--- src/rtl/dpram_pkt_reader.sv ---
// Read-side requester for port B of the dual-port packet RAM: walks a descriptor, hides RAM latency
// in a 2-entry buffer, streams words with a last marker. Optional packet counter: DPRAM_PKT_RD_STAT_EN.
module dpram_pkt_reader #(
    parameter int DWIDTH = 32,
    parameter int AWIDTH = 5
) (
    input  logic              clk_in,
    input  logic              rst_n_in,
    input  logic              req_valid_in,
    output logic              req_ready_out,
    input  logic [AWIDTH-1:0] req_addr_in,
    input  logic [AWIDTH:0]   req_len_in,
    output logic              en_b_out,
    output logic              we_b_out,
    output logic [AWIDTH-1:0] addr_b_out,
    input  logic [DWIDTH-1:0] d_b_in,
    output logic              m_valid_out,
    input  logic              m_ready_in,
    output logic [DWIDTH-1:0] m_data_out,
    output logic              m_last_out,
    output logic              busy_out
`ifdef DPRAM_PKT_RD_STAT_EN
    ,
    output logic [15:0]       pkt_cnt_out
`endif
);

    typedef enum logic [1:0] {IDLE, READ, DRAIN} state_e;

    state_e            state_q, state_d;
    logic [AWIDTH-1:0] addr_q, addr_d;
    logic [AWIDTH:0]   rem_q, rem_d;
    logic              inflight_q, inflight_d;
    logic              inflight_last_q, inflight_last_d;
    logic [DWIDTH-1:0] buf_data_q [2];
    logic [1:0]        buf_last_q;
    logic              rd_ptr_q, rd_ptr_d;
    logic              wr_ptr_q, wr_ptr_d;
    logic [1:0]        buf_cnt_q, buf_cnt_d;

    logic       push, pop, issue, last_pop;
    logic [1:0] occ;

    assign push        = inflight_q;
    assign m_valid_out = (buf_cnt_q != 2'd0);
    assign m_data_out  = buf_data_q[rd_ptr_q];
    assign m_last_out  = buf_last_q[rd_ptr_q];
    assign pop         = m_valid_out && m_ready_in;
    assign last_pop    = pop && m_last_out;

    // Credit: words buffered plus the one in flight, minus this cycle's pop, must leave a free slot.
    assign occ   = buf_cnt_q + {1'b0, inflight_q} - {1'b0, pop};
    assign issue = rst_n_in && (state_q == READ) && (rem_q != '0) && (occ < 2'd2);

    assign en_b_out      = issue;
    assign we_b_out      = 1'b0;
    assign addr_b_out    = addr_q;
    assign req_ready_out = (state_q == IDLE) && rst_n_in;
    assign busy_out      = (state_q != IDLE);

    // NOTE: every _d gets its hold value first so no path through this block can infer a latch.
    always_comb begin
        state_d         = state_q;
        addr_d          = addr_q;
        rem_d           = rem_q;
        inflight_d      = issue;
        inflight_last_d = issue && (rem_q == (AWIDTH+1)'(1));
        rd_ptr_d        = rd_ptr_q ^ pop;
        wr_ptr_d        = wr_ptr_q ^ push;
        buf_cnt_d       = buf_cnt_q + {1'b0, push} - {1'b0, pop};

        unique case (state_q)
            IDLE: begin
                if (req_valid_in && (req_len_in != '0)) begin
                    addr_d  = req_addr_in;
                    rem_d   = req_len_in;
                    state_d = READ;
                end
            end
            READ: begin
                if (issue) begin
                    addr_d = addr_q + AWIDTH'(1);
                    rem_d  = rem_q - (AWIDTH+1)'(1);
                    if (rem_q == (AWIDTH+1)'(1)) state_d = DRAIN;
                end
            end
            DRAIN: begin
                if (last_pop) state_d = IDLE;
            end
            default: state_d = IDLE;
        endcase
    end

    // NOTE: sequential state uses non-blocking assignments so all flops update from pre-edge values.
    always_ff @(posedge clk_in) begin
        if (!rst_n_in) begin
            state_q         <= IDLE;
            addr_q          <= '0;
            rem_q           <= '0;
            inflight_q      <= 1'b0;
            inflight_last_q <= 1'b0;
            rd_ptr_q        <= 1'b0;
            wr_ptr_q        <= 1'b0;
            buf_cnt_q       <= 2'd0;
            // NOTE: the two buffer entries are reset because the head drives m_data_out directly.
            buf_data_q[0]   <= '0;
            buf_data_q[1]   <= '0;
            buf_last_q      <= 2'b00;
        end else begin
            state_q         <= state_d;
            addr_q          <= addr_d;
            rem_q           <= rem_d;
            inflight_q      <= inflight_d;
            inflight_last_q <= inflight_last_d;
            rd_ptr_q        <= rd_ptr_d;
            wr_ptr_q        <= wr_ptr_d;
            buf_cnt_q       <= buf_cnt_d;
            if (push) begin
                buf_data_q[wr_ptr_q] <= d_b_in;
                buf_last_q[wr_ptr_q] <= inflight_last_q;
            end
        end
    end

`ifdef DPRAM_PKT_RD_STAT_EN
    logic [15:0] pkt_cnt_q;

    always_ff @(posedge clk_in) begin
        if (!rst_n_in) begin
            pkt_cnt_q <= 16'h0000;
        end else if (last_pop && (pkt_cnt_q != 16'hFFFF)) begin
            pkt_cnt_q <= pkt_cnt_q + 16'h0001;
        end
    end

    assign pkt_cnt_out = pkt_cnt_q;
`endif

endmodule
--- config.mk ---
export PLATFORM = sky130hd
export DESIGN_NAME = dpram_pkt_reader
export DESIGN_NICKNAME = d
export VERILOG_FILES = /design/src/rtl/dpram_pkt_reader.sv
export SDC_FILE = /design/constraint.sdc
export NUM_CORES = 1
export LEC_CHECK = 0
export CORE_UTILIZATION = 45
export CTS_BUF_LIST = sky130_fd_sc_hd__clkbuf_16
export CTS_CLUSTER_DIAMETER = 200
export DETAILED_ROUTE_END_ITERATION = 16
export DONT_BUFFER_PORTS = 1
export PLACE_DENSITY = 0.72
export SETUP_SLACK_MARGIN = 0.4
export SYNTH_ARGS = -nofsm -noshare
export SYNTH_HDL_FRONTEND = slang
export SYNTH_SLANG_ARGS = --single-unit
export TNS_END_PERCENT = 20
--- constraint.sdc ---
create_clock -name clk_in -period 4.25 [get_ports clk_in]
set_input_delay 1.0625 -clock clk_in [delete_from_list [all_inputs] [get_ports clk_in]]
set_output_delay 1.0625 -clock clk_in [all_outputs]
set_load 0.1 [all_outputs]
==> results of run 1 <==
power by group:
part / internal (uW) / total [uW] / switching (uW)
clock network: 418 / 779 / 361
registers: 958 / 1050 / 88.0
logic: 96.8 / 443 / 346
total: 1470 / 2270 / 795
cell usage after synthesis, drive strengths merged (6+ instances only):
cell type   n  area [um2]
inv         8        30.0
mux2       33         372
o21ai       6        30.0
dfxtp      22         440
nor2       18        67.6
edfxtp     64        1920
nand2      17        66.3
clkbuf     11        51.3
and2       67         419
ha          7        87.6
mux2i       7        70.1
buf         7        61.3
flip-flops by register name, summed over array words and instances, names as in the netlist, named ones only:
register / flops
inflight_last_q: 1
buf_data_q: 64
addr_b_out: 5
buf_last_q: 2
rd_ptr_q: 1
wr_ptr_q: 1
state_q: 2
buf_cnt_q: 2
rem_q: 6
inflight_q: 1
path summary, 6_finish.rpt:
check / depth (start not counted) / start / slack [ps] / endpoint
setup / recovery: 7 / m_ready_in / 630 / en_b_out
hold reg to reg: 2 / buf_last_q[1]$_SDFFE_PN0P_ / 500 / buf_last_q[1]$_SDFFE_PN0P_
hold / removal: 2 / buf_last_q[1]$_SDFFE_PN0P_ / 500 / buf_last_q[1]$_SDFFE_PN0P_
setup reg to reg: 8 / buf_cnt_q[0]$_SDFF_PN0_ / 2010 / state_q[1]$_SDFFE_PN0P_
critical path, stage by stage:
cell	delay [ps]
nor2b_4	110
nand2_1	60
o21ai_0	90
ha_1	210
o21ai_1	160
and2_1	230
and4_2	620
layout make-up:
type	count	area (um2)
Clock inverter	7	76.3
Multi-Input combinational cell	207	1600
Fill cell	748	4300
Clock buffer	9	225
Sequential cell	86	2360
Timing Repair Buffer	4	30.0
Tap cell	108	135
Inverter	8	30.0
metal layers:
| layer | vias up | track usage [%] | part of all wire (%) |
|---|---|---|---|
| met2 | 68 | 27.0 | 48 |
| met5 | - | 0 | 0 |
| met3 | 11 | 4.60 | 6.9 |
| met4 | 0 | 5.86 | 1.5 |
| li1 | 1134 | - | - |
| met1 | 1126 | 20.2 | 44 |
cells by family (layout without fill, tap and decap cells):
logic type | Yosys count | in the layout | share of synthesized area (%)
AOI/OAI and AO/OA | 30 | 30 | 6.57
xor gates and xnor gates | 5 | 5 | 1.07
adders and majority gates | 7 | 7 | 2.15
buffers and inverters | 26 | 28 | 3.50
DFF | 86 | 86 | 57.9
muxes | 40 | 40 | 10.8
other | 1 | 1 | 0.0920
and+or+nand+nor | 124 | 124 | 17.8
through the flow:
| step | cell area, um2 | setup WS [ps] | utilization (%) |
|---|---|---|---|
| 4_1_cts | 4460 | 639 | 50.9 |
| 6_report | 4460 | 634 | 50.9 |
| 3_5_place_dp | 4160 | 649 | 47.5 |
| 2_1_floorplan | 4080 | 353 | - |
| 3_3_place_gp | 4160 | 692 | 47.5 |
| 5_1_grt | 4460 | 537 | 50.9 |
==> flow_metrics.tcl, run 1 <==
set metrics [dict create \
    status "completed" \
    drt_pass1_iterations 4 \
    wirelength_um 7420 \
    grt_max_degree 33 \
    critPathLaunchType "primary input" \
    dp_cells 413 \
    fin_crit_sh_pct 85.1 \
    arrival_ps 2550 \
    cts_tree "done" \
    drive_gt1_share_pct 23.4 \
    ctsHoldBuffers 0 \
    setup_viol 0 \
    cp-end-kind "output port" \
    p_total_uw 2270 \
    grt-ovfl-total 0 \
    dp_hpwl_um 4820 \
    num_rows 34 \
    ant_nets 0 \
    power.density_nw_per_um2 509 \
    numCtsBuffers 9 \
    die_w_um 97.2 \
    critPathMaxFanout 4 \
    core_area_um2 8760 \
    fmax_mhz 277 \
    clock_latency_ps 330 \
    post_cts_resized 0 \
    portBuffers 0 \
    synth_edf_count 64 \
    finalHoldViolations 0 \
    dominantRegCellSynth "edfxtp_1" \
    yosys_warnings 0 \
    required_ps 3190 \
    period_minus_slack_ps 3620 \
    tns_ps 0 \
    layout_commonest_cell "and2_1" \
    cts_buffer_depth 2 \
    drc 0 \
    clk_pin_slew_ps 70 \
    wire_per_inst_um 17.3 \
    layout_common_cells "and2_1 (67), edfxtp_1 (64), mux2_2 (33)" \
    antenna_found_initial 0 \
    postCtsSetupRepairBufs 0 \
    h-tree-depth 3 \
    crit_type "primary input to output port" \
    peakVddDrop_mv 0.250 \
    rsz0062_at_grt "no" \
    io_pins 90 \
    hold_ws_ps 500 \
    die-area_um2 9440 \
    track_usage_pct 16.3 \
    drt-initial-drc-count 78 \
    relSlewSlack_pct 23.7 \
    clock-root-buffer "clkbuf_16" \
    worstMarginPinSlew_ps 1140 \
    cts.sinks 86 \
    syn-cell-area_um2 4080 \
    stdcell_count 429 \
    slew_viol_final 0 \
    skew_ps 7.49 \
    grt_pass1_wl_um 12000 \
    yosysUniqueCellTypes 49 \
    avgSynthCellArea_um2 12.8 \
    finalNetCount 370 \
    min_path_type "register to register" \
    leakagePower_uw 0.00168 \
    viasPerCell 5.45 \
    synth_nets 373 \
    ys_seq_area_share_pct 57.9 \
    async_flop_share_pct 0 \
    initial_core_util_pct 46.5 \
    diodes 0 \
    cap_violations 0 \
    areaGrowthSynthToFinish_pct 9.42 \
    globalplace.congestion 0.739 \
    ys_ff_latch 86 \
    synth_cells 319 \
    die_height_um 97.2 \
    grt_pass1_vias 2346 \
    num_vias 2339 \
]
Note: power is estimated with default switching activity, not from simulation.
==> run 2: changes to the inputs <==
--- a/config.mk
+++ b/config.mk
@@ -5,12 +5,14 @@
 export SDC_FILE = /design/constraint.sdc
 export NUM_CORES = 1
 export LEC_CHECK = 0
-export CORE_UTILIZATION = 45
+export CELL_PAD_IN_SITES_DETAIL_PLACEMENT = 1
+export CELL_PAD_IN_SITES_GLOBAL_PLACEMENT = 1
+export CORE_UTILIZATION = 50
 export CTS_BUF_LIST = sky130_fd_sc_hd__clkbuf_16
 export CTS_CLUSTER_DIAMETER = 200
 export DETAILED_ROUTE_END_ITERATION = 16
 export DONT_BUFFER_PORTS = 1
-export PLACE_DENSITY = 0.72
+export PLACE_DENSITY = 0.9
 export SETUP_SLACK_MARGIN = 0.4
 export SYNTH_ARGS = -nofsm -noshare
 export SYNTH_HDL_FRONTEND = slang
==> flow_metrics.tcl, run 2 (synthesized netlist as in run 1, its figures left out) <==
set metrics [dict create \
    status "completed" \
    track_usage_pct 20.9 \
    path_buf_inv 0 \
    numCtsBuffers 9 \
    initial_core_util_pct 52.2 \
    portBuffers 0 \
    finalNetCount 369 \
    power.density_nw_per_um2 505 \
    seqPwrFrac_pct 47.0 \
    rr_startpoint "buf_cnt_q[0]$_SDFF_PN0_" \
    slew_viol_final 0 \
    die-area_um2 8520 \
    post_cts_resized 0 \
    crit_slowest_cell "and4_2" \
    path_cells "nor2b_4 -> nand2_1 -> o21ai_0 -> ha_1 -> or3_4 -> and2_1 -> and4_2" \
    finalHoldViolations 0 \
    cp_top_family "simple AND/OR/NAND/NOR gates" \
    core_area_um2 7810 \
    postCtsSetupRepairBufs 0 \
    grt-ovfl-total 0 \
    dpl_cell_area_um2 4140 \
    reg2regPathDepth 8 \
    clock-root-buffer "clkbuf_16" \
    diodes 0 \
    p_clk_share_pct 33.0 \
    rsz0062_at_grt "no" \
    cts_tree "done" \
    cts_buffer_depth 2 \
    antenna_found_initial 0 \
    fmax_mhz 274 \
    skew_ps 9.00 \
    layout_common_cells "and2_1 (67), edfxtp_1 (64), mux2_2 (33)" \
    viasPerCell 5.71 \
    tns_ps 0 \
    layout_setup_ws_ps 604 \
    design_area_um2 4430 \
    leakagePower_uw 0.00166 \
    relSlewSlack_pct 25.4 \
    peakVddDrop_mv 0.255 \
    worstMarginPinSlew_ps 1120 \
    critPathMaxFanout 4 \
    die_height_um 92.3 \
    period_minus_slack_ps 3650 \
    drt_pass1_iterations 4 \
    largest_register_ffs 64 \
    arrival_ps 2580 \
    num_vias 2409 \
    wire_per_inst_um 19.6 \
    clock_latency_ps 340 \
    max_stage_delay_ps 420 \
    wirelength_um 8280 \
    layout_commonest_cell "and2_1" \
    num_rows 32 \
    cap_violations 0 \
    path_depth 7 \
    pre_cts_slack_ps 598 \
    grt_max_degree 33 \
    grt_pass1_vias 2579 \
    die_w_um 92.3 \
    areaGrowthSynthToFinish_pct 8.62 \
    p_sw_share_pct 34.8 \
    hold_start "buf_last_q[0]$_SDFFE_PN0P_" \
    top_register "buf_data_q" \
    nFillCells 798 \
    critPathLaunchType "primary input" \
    worstHoldPathCells 2 \
    ant_nets 0 \
    io_pins 90 \
    clk_pin_slew_ps 60 \
    grt_pass1_wl_um 13300 \
    required_ps 3190 \
    globalplace.congestion 0.751 \
    drc 0 \
    h-tree-depth 3 \
    p_sw_uw 777 \
    drt-initial-drc-count 81 \
    cp-startpoint "m_ready_in" \
    setup_viol 0 \
    drive_gt1_share_pct 23.1 \
    pwr-share-comb_pct 20.1 \
    hold_ws_ps 516 \
    min_path_type "register to register" \
    crit_type "primary input to output port" \
    fin_crit_sh_pct 85.8 \
    cts.sinks 86 \
    p_total_uw 2240 \
    p_int_uw 1460 \
    ctsHoldBuffers 0 \
    cp-end-kind "output port" \
    dp_hpwl_um 5590 \
]
run 2: cell count changes in the layout (fill, tap and decap cells not counted):
| cell | previous run | this run |
|---|---|---|
| clkinv_4 | 2 | 3 |
| buf_4 | 4 | 3 |
| clkinv_8 | 1 | 0 |
| clkinvlp_4 | 0 | 1 |
| clkinv_2 | 0 | 1 |
| inv_8 | 3 | 1 |
run 2: per-layer routing:
layer | up-vias | part of all wire (%) | GRT usage, %
li1 | 1129 | - | -
met1 | 1195 | 40 | 23.9
met2 | 69 | 51 | 35.6
met3 | 16 | 6.3 | 5.91
met4 | 0 | 2.5 | 10.5
met5 | - | 0 | 0
run 2: power groups by stage:
stage	combinational, uW	clock [uW]	sequential (uW)
finish	449	738	1050
global route	471	782	1060
floorplan	418	0	1060
CTS	452	751	1050
detailed placement	450	0	1070
global placement	441	0	1060
run 2: per-stage QoR:
stage                     util (%)  instances
after floorplan                  -        319
after global placement        53.1        406
after CTS                     56.7        422
after detailed placement      53.1        406
final                         56.7        422
after global routing          56.7        422
run 2: path summary, 6_finish.rpt:
check                                    end  slack [ps]
setup / recovery                    en_b_out         600
hold / removal    buf_last_q[0]$_SDFFE_PN0P_         520
setup reg to reg     state_q[1]$_SDFFE_PN0P_        1980
hold reg to reg   buf_last_q[0]$_SDFFE_PN0P_         520
run 2: cell type report:
| class | count | area [um2] | share of cell area [%] |
|---|---|---|---|
| inverters | 8 | 30.0 | 0.678 |
| flip-flops and latches | 86 | 2360 | 53.3 |
| repair buffers | 3 | 22.5 | 0.509 |
| clock buffers | 9 | 225 | 5.09 |
| well taps | 102 | 128 | 2.88 |
| multi-input cells | 207 | 1600 | 36.2 |
| clock inverters | 7 | 58.8 | 1.33 |
run 2: worst register-to-register path: stages, from the launching register on:
cell and delay, ps:
dfxtp_1 390, nor2b_4 60, nand2_1 60, o21ai_0 100, ha_1 230, or3_4 400
and2_1 210, and4_2 420, o221a_2 310
